`src/rtl/l2norm_arb_ctrl.sv`:
```
// Round-robin, per-vector arbiter that feeds one shared streaming L2-norm datapath.
// It returns each vector's final norm on a valid/ready result port.
module l2norm_arb_ctrl #(
  parameter int unsigned DP_LAT  = 2,
  parameter int unsigned MAX_LEN = 16
) (
  input  logic        clk,
  input  logic        reset_n,
  input  logic [1:0]  req_valid,
  output logic [1:0]  req_ready,
  input  logic [15:0] req_a,
  input  logic [1:0]  req_last,
  output logic        dp_clear,
  output logic [7:0]  dp_a,
  output logic        dp_valid_in,
  input  logic [9:0]  dp_g,
  input  logic        dp_valid_out,
  output logic        res_valid,
  input  logic        res_ready,
  output logic [9:0]  res_g,
  output logic        res_id,
  output logic [4:0]  res_len,
  output logic        res_err
);

  if (DP_LAT < 1 || MAX_LEN < 1 || MAX_LEN > 16) begin : g_param_check
    $error("l2norm_arb_ctrl: DP_LAT must be >= 1 and MAX_LEN within 1..16");
  end

  typedef enum logic [2:0] {IDLE, CLEAR, STREAM, DRAIN, RESULT} state_t;

  localparam logic [4:0] LAST_IDX = 5'(MAX_LEN - 1);

  state_t     state, state_nxt;
  logic       grant, rr, err;
  logic [4:0] issued, recv;
  logic       hs, at_max, done;

  assign hs     = req_valid[grant] & req_ready[grant];
  assign at_max = (issued == LAST_IDX);
  // The datapath reports every element; only the one matching the last issued one is the final norm.
  assign done   = (state == DRAIN) && dp_valid_out && ((recv + 5'd1) == issued);

  always_ff @(posedge clk or negedge reset_n) begin
    if (!reset_n) state <= IDLE;
    else          state <= state_nxt;
  end

  always_comb begin
    state_nxt = state;
    unique case (state)
      IDLE:    if (|req_valid) state_nxt = CLEAR;
      CLEAR:   state_nxt = STREAM;
      STREAM:  if (hs && (req_last[grant] || at_max)) state_nxt = DRAIN;
      DRAIN:   if (done) state_nxt = RESULT;
      RESULT:  if (res_ready) state_nxt = IDLE;
      default: state_nxt = IDLE;
    endcase
  end

  always_comb begin
    req_ready = '0;
    if (state == STREAM) req_ready[grant] = 1'b1;
    dp_clear    = (state == CLEAR);
    dp_valid_in = hs;
    dp_a        = '0;
    if (hs) dp_a = grant ? req_a[15:8] : req_a[7:0];
    res_valid   = (state == RESULT);
  end

  always_ff @(posedge clk or negedge reset_n) begin
    if (!reset_n) begin
      grant   <= 1'b0;
      rr      <= 1'b0;
      err     <= 1'b0;
      issued  <= '0;
      recv    <= '0;
      res_g   <= '0;
      res_id  <= 1'b0;
      res_len <= '0;
      res_err <= 1'b0;
    end else begin
      if (state == IDLE && (|req_valid))
        grant <= (&req_valid) ? rr : req_valid[1];
      if (state == CLEAR) begin
        issued <= '0;
        recv   <= '0;
      end
      if (state == STREAM && hs) begin
        issued <= issued + 5'd1;
        if (at_max && !req_last[grant]) err <= 1'b1;
      end
      if ((state == STREAM || state == DRAIN) && dp_valid_out)
        recv <= recv + 5'd1;
      if (done) begin
        res_g   <= dp_g;
        res_len <= issued;
        res_id  <= grant;
        res_err <= err;
      end
      if (state == RESULT && res_ready) begin
        rr  <= ~grant;
        err <= 1'b0;
      end
    end
  end

endmodule

```
`config.mk`:
```
export PLATFORM = sky130hd
export DESIGN_NAME = l2norm_arb_ctrl
export DESIGN_NICKNAME = d
export VERILOG_FILES = /design/src/rtl/l2norm_arb_ctrl.sv
export SDC_FILE = /design/constraint.sdc
export NUM_CORES = 1
export LEC_CHECK = 0
export ABC_CLOCK_PERIOD_IN_PS = 3100
export CAP_MARGIN = 20
export CELL_PAD_IN_SITES_DETAIL_PLACEMENT = 1
export CELL_PAD_IN_SITES_GLOBAL_PLACEMENT = 2
export CORE_MARGIN = 2
export CORE_UTILIZATION = 28
export DETAILED_ROUTE_END_ITERATION = 10
export PLACE_DENSITY = 0.83
export RECOVER_POWER = 25
export SLEW_MARGIN = 20
export SYNTH_ARGS = -nofsm -noshare
export SYNTH_HDL_FRONTEND = slang
export SYNTH_SLANG_ARGS = --single-unit
```
`constraint.sdc`:
```
create_clock -name clk -period 3.1 [get_ports clk]
set_input_delay 0.31 -clock clk [delete_from_list [all_inputs] [get_ports clk]]
set_output_delay 0.31 -clock clk [all_outputs]
set_load 0.02 [all_outputs]
```
==> flow_summary.ini <==
[status]
status = complete, but fails checks
violations = max-capacitance violations, max-slew violations

[setup_path]
cp_cell_sequence = nand2b_1 -> or3_1 -> inv_1 -> clkdlybuf4s50_1
crit_path_start_kind = flip-flop
slowest_stage = clkdlybuf4s50_1
required_ns = 2.79
crit_type = flip-flop to primary output
critPathMaxStageDelay_ns = 0.64
cp_top_family = buffers and inverters
critPathCaptureType = primary output
cp_max_fo = 17
crit_buf_inv = 2
cp.arrival_ns = 2.38

[global_route]
grt_busiest_layer = met2
grtUsageTotal_pct = 12.9
grt_pass1_wl_mm = 6.48
met2_usage_pct = 19.4
grt_pass1_vias = 1311
met1_usage_pct = 17.6
use_met3_pct = 4.51
grt_max_degree = 34
grt_overflow = 0
antenna_found_initial = 0

[sta]
fmax_mhz = 371
drv_slew = 34
timing.final.crit_period_ns = 2.69
fin_setup_tns_ns = 0
tightest_slew_ns = 1.80
setup_viol = 0
hold_viol_final = 0
slew_headroom_pct = -19.8
fin_skew_ns = 0.00898
min_period_over_period_pct = 86.9
postLayoutSetupSlackWorst_ns = 0.405
rsz0062_at_grt = false

[routing]
drc = 0
wl_per_cell_um = 13.5
ant_nets = 0
vias_per_cell = 4.52
drt_first_iter_violations = 63
vias = 1323
routed_wl_mm = 3.95
first_pass_iters = 4

[pwr]
power.density_mw_per_mm2 = 942
p_total_mw = 2.33
irDropWorstVdd_uv = 373
cellLeakagePower_nw = 1.08

[layout]
area_delta_synth_final_pct = 47.7
num_antenna_cells = 0
drive_gt1_share_pct = 12.8
final_cell_mix = 62 x clkdlybuf4s50_1, 33 x dfrtp_1, 17 x mux2_2, 13 x nor2_1, 12 x mux2i_1
finalNetCount = 255
instances_no_fill = 293
mostFrequentLayoutCell = clkdlybuf4s50_1

[floorplan]
io_pins = 64
rows = 28
die_x_um = 81.4
core_mm2 = 0.00585
die_h_um = 81.4
start_util_pct = 28.7
dieArea_mm2 = 0.00663

[run]
drv_cap = 1

[placed_design]
detailedPlacementHpwl_mm = 2.98
gp_congestion = 0.718
portBuffers = 63
dp_cells = 286
pre_cts_ws_ns = 0.423

[synth]
synth_area_mm2 = 0.00168
syn_area_per_cell_um2 = 11.0
syn_nets = 189
seq_area_frac_synth_pct = 49.2
yosys_warnings = 0
ys_types = 33
syn_inst = 152
synth_seq_cells = 33
synth_top_area_cell = dfrtp_1
yosysTopAreaCellShare_pct = 49.2
synthTopCellsByArea = dfrtp_1 49%, mux2_2 11%, mux2i_1 7.2%

[cts]
clkLatencyLatePin_ns = 0.29
htreeDepth = 2
cts_resized = 0
clock_sinks = 33
tritoncts = built
numCtsBuffers = 5
clock_path_buffers = 2
cts_setup_buffers = 0
ctsHoldBuffers = 0
clockRootBuffer = clkbuf_8
path_clk_slew_ns = 0.07

[min_path]
hold_path_class = flip-flop to flip-flop
## cell usage after synthesis
library cell	n
buf_4	1
mux2_2	17
inv_1	5
nor2_1	13
nor2b_1	1
and3b_1	1
buf_2	1
nand4_1	1
mux2_1	1
nand2_1	9
nor3_1	4
and2_1	1
ha_1	3
and3_1	2
a2111oi_0	1
dfrtp_1	33
nand3_1	7
a31oi_1	2
o21ai_0	10
nand3b_1	2
a22o_1	1
nand2b_1	1
o21a_1	1
xnor2_1	5
nor4_2	1
a21oi_1	1
buf_6	2
nor3b_1	1
o32ai_1	1
mux2i_1	12
xor2_1	6
or3_1	1
clkbuf_1	4
## final cells by class
cell class	instances	area [um^2]
repair buffers	67	657
inverters	5	18.8
clock inverters	1	7.51
clock buffers	6	82.6
well taps	75	93.8
flip-flops and latches	33	826
fillers	645	3370
multi-input cells	106	792
## power by group
group | total (mW) | internal [mW] | switching (mW)
registers | 0.772 | 0.612 | 0.160
logic | 1.23 | 0.621 | 0.610
clock network | 0.332 | 0.175 | 0.157
total | 2.33 | 1.41 | 0.926
## logic make-up (layout without fill, tap and decap cells)
group	after synthesis	count (layout)	share of synthesized area [%]
xor+xnor	11	11	5.74
compound gates	17	17	6.04
fa+ha+maj	3	3	2.24
mux	30	30	19.2
simple gates	45	45	13.4
flops	33	33	49.2
buf+inv	13	79	4.10
## through the flow
stage                     cell area [um^2]  util (%)  hold slack, ns
after CTS                             2480      42.4           0.453
after global placement                2390      40.9           0.468
after global routing                  2480      42.3           0.497
after detailed placement              2390      40.9           0.475
final                                 2480      42.3           0.485
after floorplan                       1680         -          0.0144
## routing by layer
layer	share of wire, %	wire length (um)	vias to the layer above
li1	-	-	656
met1	48	1890	633
met2	46	1820	28
met3	5.0	196	6
met4	1.1	42	0
met5	0	0	-
## final timing paths
check,startpoint,end,slack [ns],depth (start not counted)
worst max-delay path,state[1]$_DFFE_PN0P_,dp_valid_in,0.41,4
worst min-delay path,res_g[4]$_DFFE_PN0P_,res_g[4]$_DFFE_PN0P_,0.49,1
worst max register to register,recv[0]$_DFFE_PN0P_,res_g[2]$_DFFE_PN0P_,0.83,6
worst min register to register,res_g[4]$_DFFE_PN0P_,res_g[4]$_DFFE_PN0P_,0.49,1
max in group asynchronous,reset_n,res_g[0]$_DFFE_PN0P_,1.01,2
min in group asynchronous,reset_n,res_err$_DFFE_PN0P_,1.05,2
## sequential cells by signal, summed over array words and instances (netlist names)
signal	count
res_err	1
recv	5
res_len	5
err	1
res_g	10
grant	1
state	3
rr	1
res_id	1
issued	5
(Power assumes the default switching activity.)
==> variant 1: new RTL, same flow settings <==
Set the parameter `MAX_LEN` to 8 (it was 16).
--- a/src/rtl/l2norm_arb_ctrl.sv
+++ b/src/rtl/l2norm_arb_ctrl.sv
@@ -2,7 +2,7 @@
 // It returns each vector's final norm on a valid/ready result port.
 module l2norm_arb_ctrl #(
   parameter int unsigned DP_LAT  = 2,
-  parameter int unsigned MAX_LEN = 16
+  parameter int unsigned MAX_LEN = 8
 ) (
   input  logic        clk,
   input  logic        reset_n,
Check against the original RTL: no difference found for any inputs over 10 cycles, from zero or initial values and one cycle with reset_n low; that may be too few to reach the edited logic, so the function may still have changed.
==> variant 1 against the unedited design <==
- the flow still finishes with violations (capacitance limit, slew limit)
- synthesized area rose by 6.3%
- setup slack improved by 0.0095 ns
- cell area rose by 4.0%
- routed wire length up 6.4%
- total power rose by 9.3%
- global-route usage decreased by 0.27 points
- sequential cell count unchanged
- synthesized cell count rose by 5.9%
- maximum frequency is 0.35% higher
- highest routed layer unchanged
==> variant 1: results (changes against the unedited design) <==
nMultiInputCombCells: 113  # was 106
grt_pass1_wl_microns: 7189  # was 6479 microns
finClkSkew_ns: 0.003587  # was 0.008978 ns
synth.distinct_cells: 36  # was 33
vdd_drop_max_uv: 404.4  # was 372.5 uV
drv_cap: 1  # unchanged
drtIter0Drc: 34  # was 63
dp.cells: 294  # was 286
violations: "capacitance limit, slew limit"  # unchanged
pre_cts_ws_ns: 0.6937  # was 0.4235 ns
n_sequential_cell: 33  # unchanged
crit_family: "simple AND/OR/NAND/NOR gates"  # was buffers and inverters
finalWirelength_microns: 4200  # was 3949 microns
sh_seq_area_pct: 32.05  # was 33.33%
p_leak_uw: 0.001125  # was 0.001078 uW
cp_max_fo: 10  # was 17
netlist_top_cells_area: "dfrtp_1 46%, mux2_4 6.7%, mux2_2 5.7%"  # was dfrtp_1 49%, mux2_2 11%, mux2i_1 7.2%
viasPerCell: 4.732  # was 4.515
stdcell_count: 302  # was 293
nClkBuffers: 7  # was 6
syn_inst: 161  # was 152
first_global_vias: 1497  # was 1,311
signal_buffers: 66  # was 67
cts_setup_buffers: 0  # unchanged
buffer_area_share_pct: 25.21  # was 26.52%
fin_nets: 260  # was 255
status: "finished, violations left"  # unchanged
hpwl_microns: 3126  # was 2980 microns
synth_fp_nets: 197  # was 189
multi_input_area_sq_um: 869.6  # was 792.0 sq um
gp_congestion: 0.6946  # was 0.7176
clkCellAreaFrac_pct: 4.517  # was 3.636%
n_fill_cell: 699  # was 645
drive_gt1_share_pct: 13.33  # was 12.84%
slew_violations: 34  # unchanged
gr-usage-all-layers_pct: 12.65  # was 12.91%
synth_commonest_cells: "33 x dfrtp_1, 16 x nor2_1, 10 x mux2i_1, 10 x nand2_1, 10 x o21ai_0"  # was 33 x dfrtp_1, 17 x mux2_2, 13 x nor2_1
variant 1: metrics by stage:
| stage | hold WS [ns] | power, uW | util [%] | area [sq um] |
|---|---|---|---|---|
| 5_1_grt | 0.5267 | 2740 | 41.28 | 2576 |
| 3_5_place_dp | 0.4807 | 2161 | 39.47 | 2464 |
| 3_3_place_gp | 0.4723 | 2132 | 39.47 | 2464 |
| 2_1_floorplan | 0.01441 | 1692 | - | 1784 |
| 4_1_cts | 0.4448 | 2590 | 41.34 | 2580 |
| 6_report | 0.4877 | 2550 | 41.28 | 2576 |
variant 1: power by group:
group	switching [uW]	total [uW]	internal, uW	leakage, uW
sequential	187	802	615	0.000422
clock	152	414	262	0.0000585
combinational	642	1330	692	0.000645
total	981	2550	1570	0.00113
variant 1: layer usage:
metal | part of all wire [%] | GRT usage [%] | up-vias
li1 | - | - | 690
met1 | 45 | 16.25 | 700
met2 | 50 | 21.09 | 36
met3 | 4.5 | 3.561 | 3
met4 | 0.40 | 3.079 | 0
met5 | 0 | 0 | -
variant 1: path summary, 6_finish.rpt:
check / depth (start not counted) / startpoint / endpoint / slack, ns
setup / recovery: 4 / state[1] / dp_valid_in / 0.41
hold / removal: 2 / rr / rr / 0.49
setup reg to reg: 5 / recv[0] / res_g[5] / 0.88
hold reg to reg: 2 / rr / rr / 0.49
max in group asynchronous: 2 / reset_n / res_g[9] / 1.00
min in group asynchronous: 2 / reset_n / res_g[3] / 1.05
variant 1: kinds of logic (layout without fill, tap and decap cells):
family	after synthesis	in the layout	synth area share, %
mux	28	28	19.29
xor+xnor	12	12	5.891
flops	33	33	46.28
buf+inv	15	79	4.979
fa+ha+maj	2	2	1.402
compound gates	23	23	8.276
simple gates	48	48	13.89
==> variant 2: new RTL, config.mk and constraints unchanged <==
Made on the original files. Encoding of `state_t`: now one-hot (5 bits for 5 states).
--- a/src/rtl/l2norm_arb_ctrl.sv
+++ b/src/rtl/l2norm_arb_ctrl.sv
@@ -27,7 +27,7 @@
     $error("l2norm_arb_ctrl: DP_LAT must be >= 1 and MAX_LEN within 1..16");
   end
 
-  typedef enum logic [2:0] {IDLE, CLEAR, STREAM, DRAIN, RESULT} state_t;
+  typedef enum logic [4:0] {IDLE = 5'b00001, CLEAR = 5'b00010, STREAM = 5'b00100, DRAIN = 5'b01000, RESULT = 5'b10000} state_t;
 
   localparam logic [4:0] LAST_IDX = 5'(MAX_LEN - 1);
 
Behaviour: same outputs for any inputs over 10 cycles, from zero or initial values and one cycle with reset_n low; not proved beyond that.
==> variant 2 against the unedited design <==
- the flow still finishes with violations (capacitance limit, slew limit)
- cell area grew 9.5%
- routed wire length grew 24%
- clock skew shrank 0.0024 ns
- first-iteration DRC count shrank 35%
- synthesized area grew 13%
- total power shrank 33%
- setup slack lost 0.011 ns
- final cell count grew 7.8%
- sequential cell count grew 2
- critical endpoint unchanged
==> variant 2: results (changes against the unedited design) <==
slew_violations: 36  # was 34
gp_congestion: 0.7732  # was 0.7176
setup_ws_ns: 0.3945  # was 0.4054 ns
pre_cts_ws_ns: 0.5384  # was 0.4235 ns
routedWlPerCell_microns: 15.47  # was 13.48 microns
synth_compound_area_share_pct: 9.414  # was 6.040%
critPathArrivalTime_ns: 2.40  # was 2.38 ns
synth_xor_area_share_pct: 6.057  # was 5.742%
grt_use_met2_pct: 23.71  # was 19.43%
drive_gt1_share_pct: 13.56  # was 12.84%
first_global_vias: 1695  # was 1,311
synth_commonest_cells: "34 x dfrtp_1, 13 x nand3_1, 12 x mux2i_1"  # was 33 x dfrtp_1, 17 x mux2_2, 13 x nor2_1
synth-seq-area-share_pct: 46.15  # was 49.22%
synth.distinct_cells: 39  # was 33
finClkSkew_ns: 0.006572  # was 0.008978 ns
status: "finished, violations left"  # unchanged
cp_max_fo: 10  # was 17
hpwl_microns: 3678  # was 2980 microns
p_leak_uw: 0.001235  # was 0.001078 uW
violations: "capacitance limit, slew limit"  # unchanged
drv_cap: 1  # unchanged
reg2reg_slack_ns: 0.68  # was 0.83 ns
n_fill_cell: 761  # was 645
worstMarginPinSlew_ns: 1.924  # was 1.797 ns
yosys.area_share.adder_pct: 1.975  # was 2.237%
grt_max_degree: 36  # was 34
## variant 2: path summary, 6_finish.rpt
| path | start | to |
|---|---|---|
| min reg2reg | res_id | res_id |
| min in group asynchronous | reset_n | recv[3] |
| min | res_id | res_id |
| max | state[4] | dp_valid_in |
| max reg2reg | recv[0] | res_g[0] |
| max in group asynchronous | reset_n | res_g[1] |
## variant 2: kinds of logic (layout without fill, tap and decap cells)
logic type | Yosys count | after routing
buffers and inverters | 10 | 81
AO/OA/AOI/OAI | 27 | 27
multiplexers | 29 | 29
AND/OR/NAND/NOR | 51 | 51
adder cells (fa/ha/maj) | 3 | 3
XOR/XNOR | 10 | 10
flip-flops | 35 | 35
## variant 2: cell type report
cell class | count | area share, %
clock inverter | 1 | 0.1844
clock buffer | 7 | 2.812
sequential | 35 | 32.32
timing repair buffer | 67 | 24.11
tap | 80 | 3.688
multi-input combinational | 120 | 36.05
inverter | 6 | 0.8299
## variant 2: power groups by stage
stage,combinational [uW],sequential [uW],clock [uW]
2_1_floorplan,379,621,0
5_1_grt,691,623,359
3_5_place_dp,632,618,0
3_3_place_gp,621,614,0
6_report,628,610,321
4_1_cts,636,610,337
## variant 2: through the flow
stage               instance area (sq um)  hold WS [ns]  total power (uW)  instances
CTS                                  2715        0.1300              1583        316
global route                         2714        0.5346              1672        316
finish                               2714        0.5065              1558        316
detailed placement                   2634        0.4507              1250        308
floorplan                            1901       0.01441              1000        165
global placement                     2634        0.4577              1236        308
## variant 2: worst max-delay path: stages, from the launching register on
cell and delay, ns:
dfrtp_1 0.46, nor3_2 0.37, nand3_1 0.40, inv_1 0.25, clkdlybuf4s50_1 0.63
